File: config.mk
export PLATFORM = sky130hd
export DESIGN_NAME = seven_seg_update_ctrl
export DESIGN_NICKNAME = d
export VERILOG_FILES = /design/src/rtl/seven_seg_pkg.sv /design/src/rtl/seven_seg_refresh_tick.sv /design/src/rtl/seven_seg_update_ctrl.sv
export SDC_FILE = /design/constraint.sdc
export NUM_CORES = 1
export LEC_CHECK = 0
export BUFFER_PORTS_ARGS = -buffer_cell sky130_fd_sc_hd__buf_2
export CAP_MARGIN = 20
export CORE_MARGIN = 3
export CORE_UTILIZATION = 34
export CTS_BUF_LIST = sky130_fd_sc_hd__clkbuf_8
export CTS_CLUSTER_DIAMETER = 120
export DETAILED_ROUTE_END_ITERATION = 10
export PLACE_DENSITY = 0.63
export SETUP_SLACK_MARGIN = 0.2
export SYNTH_ARGS = -nofsm -noshare
export SYNTH_HDL_FRONTEND = slang
export SYNTH_SLANG_ARGS = --single-unit
File: constraint.sdc
create_clock -name i_Clk -period 4.4 [get_ports i_Clk]
set_input_delay 0 -clock i_Clk [delete_from_list [all_inputs] [get_ports i_Clk]]
set_output_delay 0 -clock i_Clk [all_outputs]
set_load 0.005 [all_outputs]
File: src/rtl/seven_seg_pkg.sv
// rtl/seven_seg_pkg.sv - shared states and segment constants; SEVEN_SEG_ACTIVE_LOW_EN selects active-low segment outputs
package seven_seg_pkg;

    localparam int SEG_WIDTH    = 7;
    localparam int NIBBLE_WIDTH = 4;

    typedef enum logic [2:0] {
        IDLE    = 3'd0,
        LO_WAIT = 3'd1,
        LO_CAP  = 3'd2,
        HI_WAIT = 3'd3,
        HI_CAP  = 3'd4
    } seq_state_e;

`ifdef SEVEN_SEG_ACTIVE_LOW_EN
    localparam logic [SEG_WIDTH-1:0] SEG_BLANK = 7'h7F;
`else
    localparam logic [SEG_WIDTH-1:0] SEG_BLANK = 7'h00;
`endif

    // Polarity is applied as the pattern is captured, so outputs stay registered
    function automatic logic [SEG_WIDTH-1:0] seg_drive(input logic [SEG_WIDTH-1:0] pattern);
`ifdef SEVEN_SEG_ACTIVE_LOW_EN
        return ~pattern;
`else
        return pattern;
`endif
    endfunction

endpackage

File: src/rtl/seven_seg_refresh_tick.sv
// rtl/seven_seg_refresh_tick.sv - free-running 0..CLKS_PER_REFRESH-1 counter with a one-cycle tick on wrap
module seven_seg_refresh_tick #(
    parameter int CLKS_PER_REFRESH = 25000
) (
    input  logic i_Clk,
    input  logic i_Rst,
    output logic o_Tick
);

    localparam int              CNT_W   = $clog2(CLKS_PER_REFRESH);
    localparam logic [CNT_W-1:0] CNT_MAX = CNT_W'(CLKS_PER_REFRESH - 1);

    logic [CNT_W-1:0] cnt_q;
    logic [CNT_W-1:0] cnt_d;

    // Tick is high during the last count so the wrap edge itself raises the request
    always_comb begin
        o_Tick = (cnt_q == CNT_MAX);
        cnt_d  = o_Tick ? '0 : cnt_q + CNT_W'(1);
    end

    always_ff @(posedge i_Clk or posedge i_Rst) begin
        if (i_Rst) begin
            cnt_q <= '0;
        end else begin
            cnt_q <= cnt_d;
        end
    end

endmodule

File: src/rtl/seven_seg_update_ctrl.sv
// rtl/seven_seg_update_ctrl.sv - time-shares one registered hex decoder across two digits; SEVEN_SEG_ACTIVE_LOW_EN inverts captured segments
module seven_seg_update_ctrl
    import seven_seg_pkg::*;
#(
    parameter int CLKS_PER_REFRESH = 25000
) (
    input  logic                    i_Clk,
    input  logic                    i_Rst,
    input  logic                    i_Value_Valid,
    input  logic [7:0]              i_Value,
    output logic                    o_Value_Ready,
    output logic [NIBBLE_WIDTH-1:0] o_Dec_Binary,
    input  logic [SEG_WIDTH-1:0]    i_Dec_Segments,
    output logic [SEG_WIDTH-1:0]    o_Digit1_Seg,
    output logic [SEG_WIDTH-1:0]    o_Digit2_Seg,
    output logic                    o_Update_Done
);

    seq_state_e              state_q, state_d;
    logic [7:0]              held_q, held_d;
    logic [NIBBLE_WIDTH-1:0] dec_bin_q, dec_bin_d;
    logic [SEG_WIDTH-1:0]    dig1_q, dig1_d;
    logic [SEG_WIDTH-1:0]    dig2_q, dig2_d;
    logic                    done_q, done_d;
    logic                    pend_q, pend_d;
    logic                    seq_start;
    logic                    refresh_tick;

    seven_seg_refresh_tick #(
        .CLKS_PER_REFRESH(CLKS_PER_REFRESH)
    ) u_refresh_tick (
        .i_Clk  (i_Clk),
        .i_Rst  (i_Rst),
        .o_Tick (refresh_tick)
    );

    always_comb begin
        state_d   = state_q;
        held_d    = held_q;
        dec_bin_d = dec_bin_q;
        dig1_d    = dig1_q;
        dig2_d    = dig2_q;
        done_d    = 1'b0;
        seq_start = 1'b0;

        case (state_q)
            IDLE: begin
                // A new value also covers any outstanding refresh request
                if (i_Value_Valid) begin
                    held_d    = i_Value;
                    dec_bin_d = i_Value[3:0];
                    seq_start = 1'b1;
                    state_d   = LO_WAIT;
                end else if (pend_q) begin
                    dec_bin_d = held_q[3:0];
                    seq_start = 1'b1;
                    state_d   = LO_WAIT;
                end
            end
            LO_WAIT: state_d = LO_CAP;
            LO_CAP: begin
                dig2_d    = seg_drive(i_Dec_Segments);
                dec_bin_d = held_q[7:4];
                state_d   = HI_WAIT;
            end
            HI_WAIT: state_d = HI_CAP;
            HI_CAP: begin
                dig1_d  = seg_drive(i_Dec_Segments);
                done_d  = 1'b1;
                state_d = IDLE;
            end
            default: state_d = IDLE;
        endcase

        // Wraps while busy collapse into one request; a starting sequence satisfies it
        if (seq_start) begin
            pend_d = 1'b0;
        end else if (refresh_tick) begin
            pend_d = 1'b1;
        end else begin
            pend_d = pend_q;
        end
    end

    always_ff @(posedge i_Clk or posedge i_Rst) begin
        if (i_Rst) begin
            state_q   <= IDLE;
            held_q    <= 8'h00;
            dec_bin_q <= '0;
            dig1_q    <= SEG_BLANK;
            dig2_q    <= SEG_BLANK;
            done_q    <= 1'b0;
            pend_q    <= 1'b0;
        end else begin
            state_q   <= state_d;
            held_q    <= held_d;
            dec_bin_q <= dec_bin_d;
            dig1_q    <= dig1_d;
            dig2_q    <= dig2_d;
            done_q    <= done_d;
            pend_q    <= pend_d;
        end
    end

    assign o_Value_Ready = (state_q == IDLE);
    assign o_Dec_Binary  = dec_bin_q;
    assign o_Digit1_Seg  = dig1_q;
    assign o_Digit2_Seg  = dig2_q;
    assign o_Update_Done = done_q;

endmodule
==> metrics.cfg <==
[drt]
vias_per_cell = 4.775
first_pass_iters = 4
ant_nets = 0
drt-total-wl_um = 3813
drc = 0
wl_per_cell_um = 13.82
first_iter_violations = 72
vias = 1318

[global_routing]
antenna_found_initial = 0
grt.overflow.total = 0
use_met2_pct = 20.51
grt_usage_pct = 12.71
grt_max_degree = 47
grt_pass1_wl_um = 6520
busiest_layer = met2
first_global_vias = 1408
grt_use_met3_pct = 4.230
grt_use_met1_pct = 15.38

[final_layout]
drive_gt1_share_pct = 35.29
mostFrequentLayoutCells = dfrtp_1, buf_2, dlygate4sd3_1, mux2_2, nor2_1
area_growth_pct = 26.16
final_common_cell = dfrtp_1
nNetsFinal = 223
antenna_cells = 0
design_area_mm2 = 0.002492

[place]
gp_congestion = 0.7233
portBuffers = 37
hpwl_um = 2576
postPlaceCellArea_mm2 = 0.002220

[yosys]
async_reset_ff_share_pct = 100.0
avgSynthCellArea_um2 = 13.44
synth_edf_count = 0
yosys_warnings = 0
yosys_register_bits = 46
syn_area_mm2 = 0.001976
yosys.area.top_type_share_pct = 58.26
syn_nets = 166
seq_area_frac_synth_pct = 58.26
synth_cell_types = 34
synth_ff_type = dfrtp_1
synthCells = 147
ys_top_cells_by_area = dfrtp_1, mux2_2, mux2_4, xnor2_1, xor2_1
yosys.area.top_type = dfrtp_1

[timing]
hold_viol = 0
rsz0062_at_grt = false
drv_slew = 0
min_period_ps = 1699
tightest_slew_ps = 615.9
skew_ps = 8.266
fin_crit_sh_pct = 38.62
fmax_mhz = 588.4
fin_tns_setup_ps = 0
slew_headroom_pct = 58.51
setup_viol = 0

[min_path]
hp-class = in2reg

[floorplanning]
start_util_pct = 35.44
coreArea_mm2 = 0.005574
die_area_mm2 = 0.006762
io_pins = 38
row_count = 27
fp.dieW_um = 82.23
die_h_um = 82.23

[clock_tree]
cts_sinks = 46
path_clk_slew_ps = 70
insertion_delay_ps = 300
root_buffer = clkbuf_8
cts_buffers = 5
htreeDepth = 2
cts_buffer_depth = 2
tritoncts = built
cts_resized = 0

[critical_path]
cp-start-kind = flip-flop
required_ps = 4580
endpoint_kind = flip-flop
critPathKind = reg2reg
path_max_fanout = 9
worstPathArrival_ps = 1880

[flow_run]
cap_violations = 0

[outcome]
status = completed

[pwr]
power_leakage_nw = 1.167
p_per_area_mw_per_mm2 = 564.6
vdd_drop_max_uv = 207.3

Yosys cell counts, types with 2 or more instances:
cell / number
dfrtp_1: 46
mux2_2: 15
nor2_1: 13
mux2_4: 7
nand2_1: 7
xnor2_1: 7
xor2_1: 6
and3_1: 4
mux2i_1: 4
nand3_1: 4
a221o_1: 3
buf_6: 3
inv_1: 3
nand4_1: 3
and4_1: 2
o21ai_0: 2
through the flow:
| step | setup WS (ps) | power [mW] | hold slack, ps | std cells | util (%) |
|---|---|---|---|---|---|
| detailed placement | 2697 | 1.097 | 186.2 | 253 | 39.82 |
| global route | 2603 | 1.498 | 251.2 | 276 | 44.71 |
| finish | 2701 | 1.407 | 212.5 | 276 | 44.71 |
| floorplan | 2920 | 0.9474 | 116.8 | 147 | - |
| CTS | 2685 | 1.429 | 206.6 | 276 | 44.71 |
| global placement | 2792 | 1.082 | 170.4 | 253 | 39.82 |
registers in the layout, summed over array words and instances (netlist names):
register and flops:
pend_q 1, o_Update_Done 1, o_Digit2_Seg 7, o_Dec_Binary 4
u_refresh_tick.cnt_q 15, o_Digit1_Seg 7, held_q 8, state_q 3
final cells by class:
class | instances | area, um2
clock buffers | 6 | 82.58
clock inverters | 1 | 30.03
fillers | 515 | 3082
inverters | 3 | 11.26
multi-input cells | 94 | 774.5
flip-flops and latches | 46 | 1151
well taps | 72 | 90.09
repair buffers | 54 | 352.8
what timing repair did:
action / CTS / global route
setup buffers: 0 / 0
hold endpoints to repair: 68 / 0
hold buffers: 16 / 0
power breakdown:
| group | switching [mW] | internal [mW] |
|---|---|---|
| clock network | 0.134 | 0.182 |
| registers | 0.0847 | 0.561 |
| logic | 0.179 | 0.266 |
cell families (layout without fill, tap and decap cells):
| group | count (synthesis) | in the layout | share of synthesized area (%) |
|---|---|---|---|
| compound gates | 10 | 10 | 3.864 |
| buf+inv | 7 | 64 | 2.533 |
| simple gates | 44 | 44 | 13.05 |
| flops | 46 | 46 | 58.26 |
| mux | 26 | 26 | 15.90 |
| fa+ha+maj | 1 | 1 | 0.6332 |
| xor+xnor | 13 | 13 | 5.763 |
per-layer routing:
layer,up-vias,wire (um)
met5,-,0
met4,0,98
met1,644,1703
li1,627,-
met2,38,1745
met3,9,265
final timing paths:
check	startpoint	endpoint	slack, ps	cells after the start
max	state_q[0]	held_q[7]	2700	3
min	i_Value_Valid	state_q[0]	210	3
max reg2reg	state_q[0]	held_q[7]	2700	3
min reg2reg	u_refresh_tick.cnt_q[0]	u_refresh_tick.cnt_q[0]	460	1
max in group asynchronous	i_Rst	u_refresh_tick.cnt_q[5]	3610	4
min in group asynchronous	i_Rst	o_Digit2_Seg[3]	400	4
worst max-delay path: stages, from the launching register on:
cell     delay, ps
dfrtp_1        470
nor3_2         270
and2_1         500
mux2_4         350
Note: power is estimated with default switching activity, not from simulation.
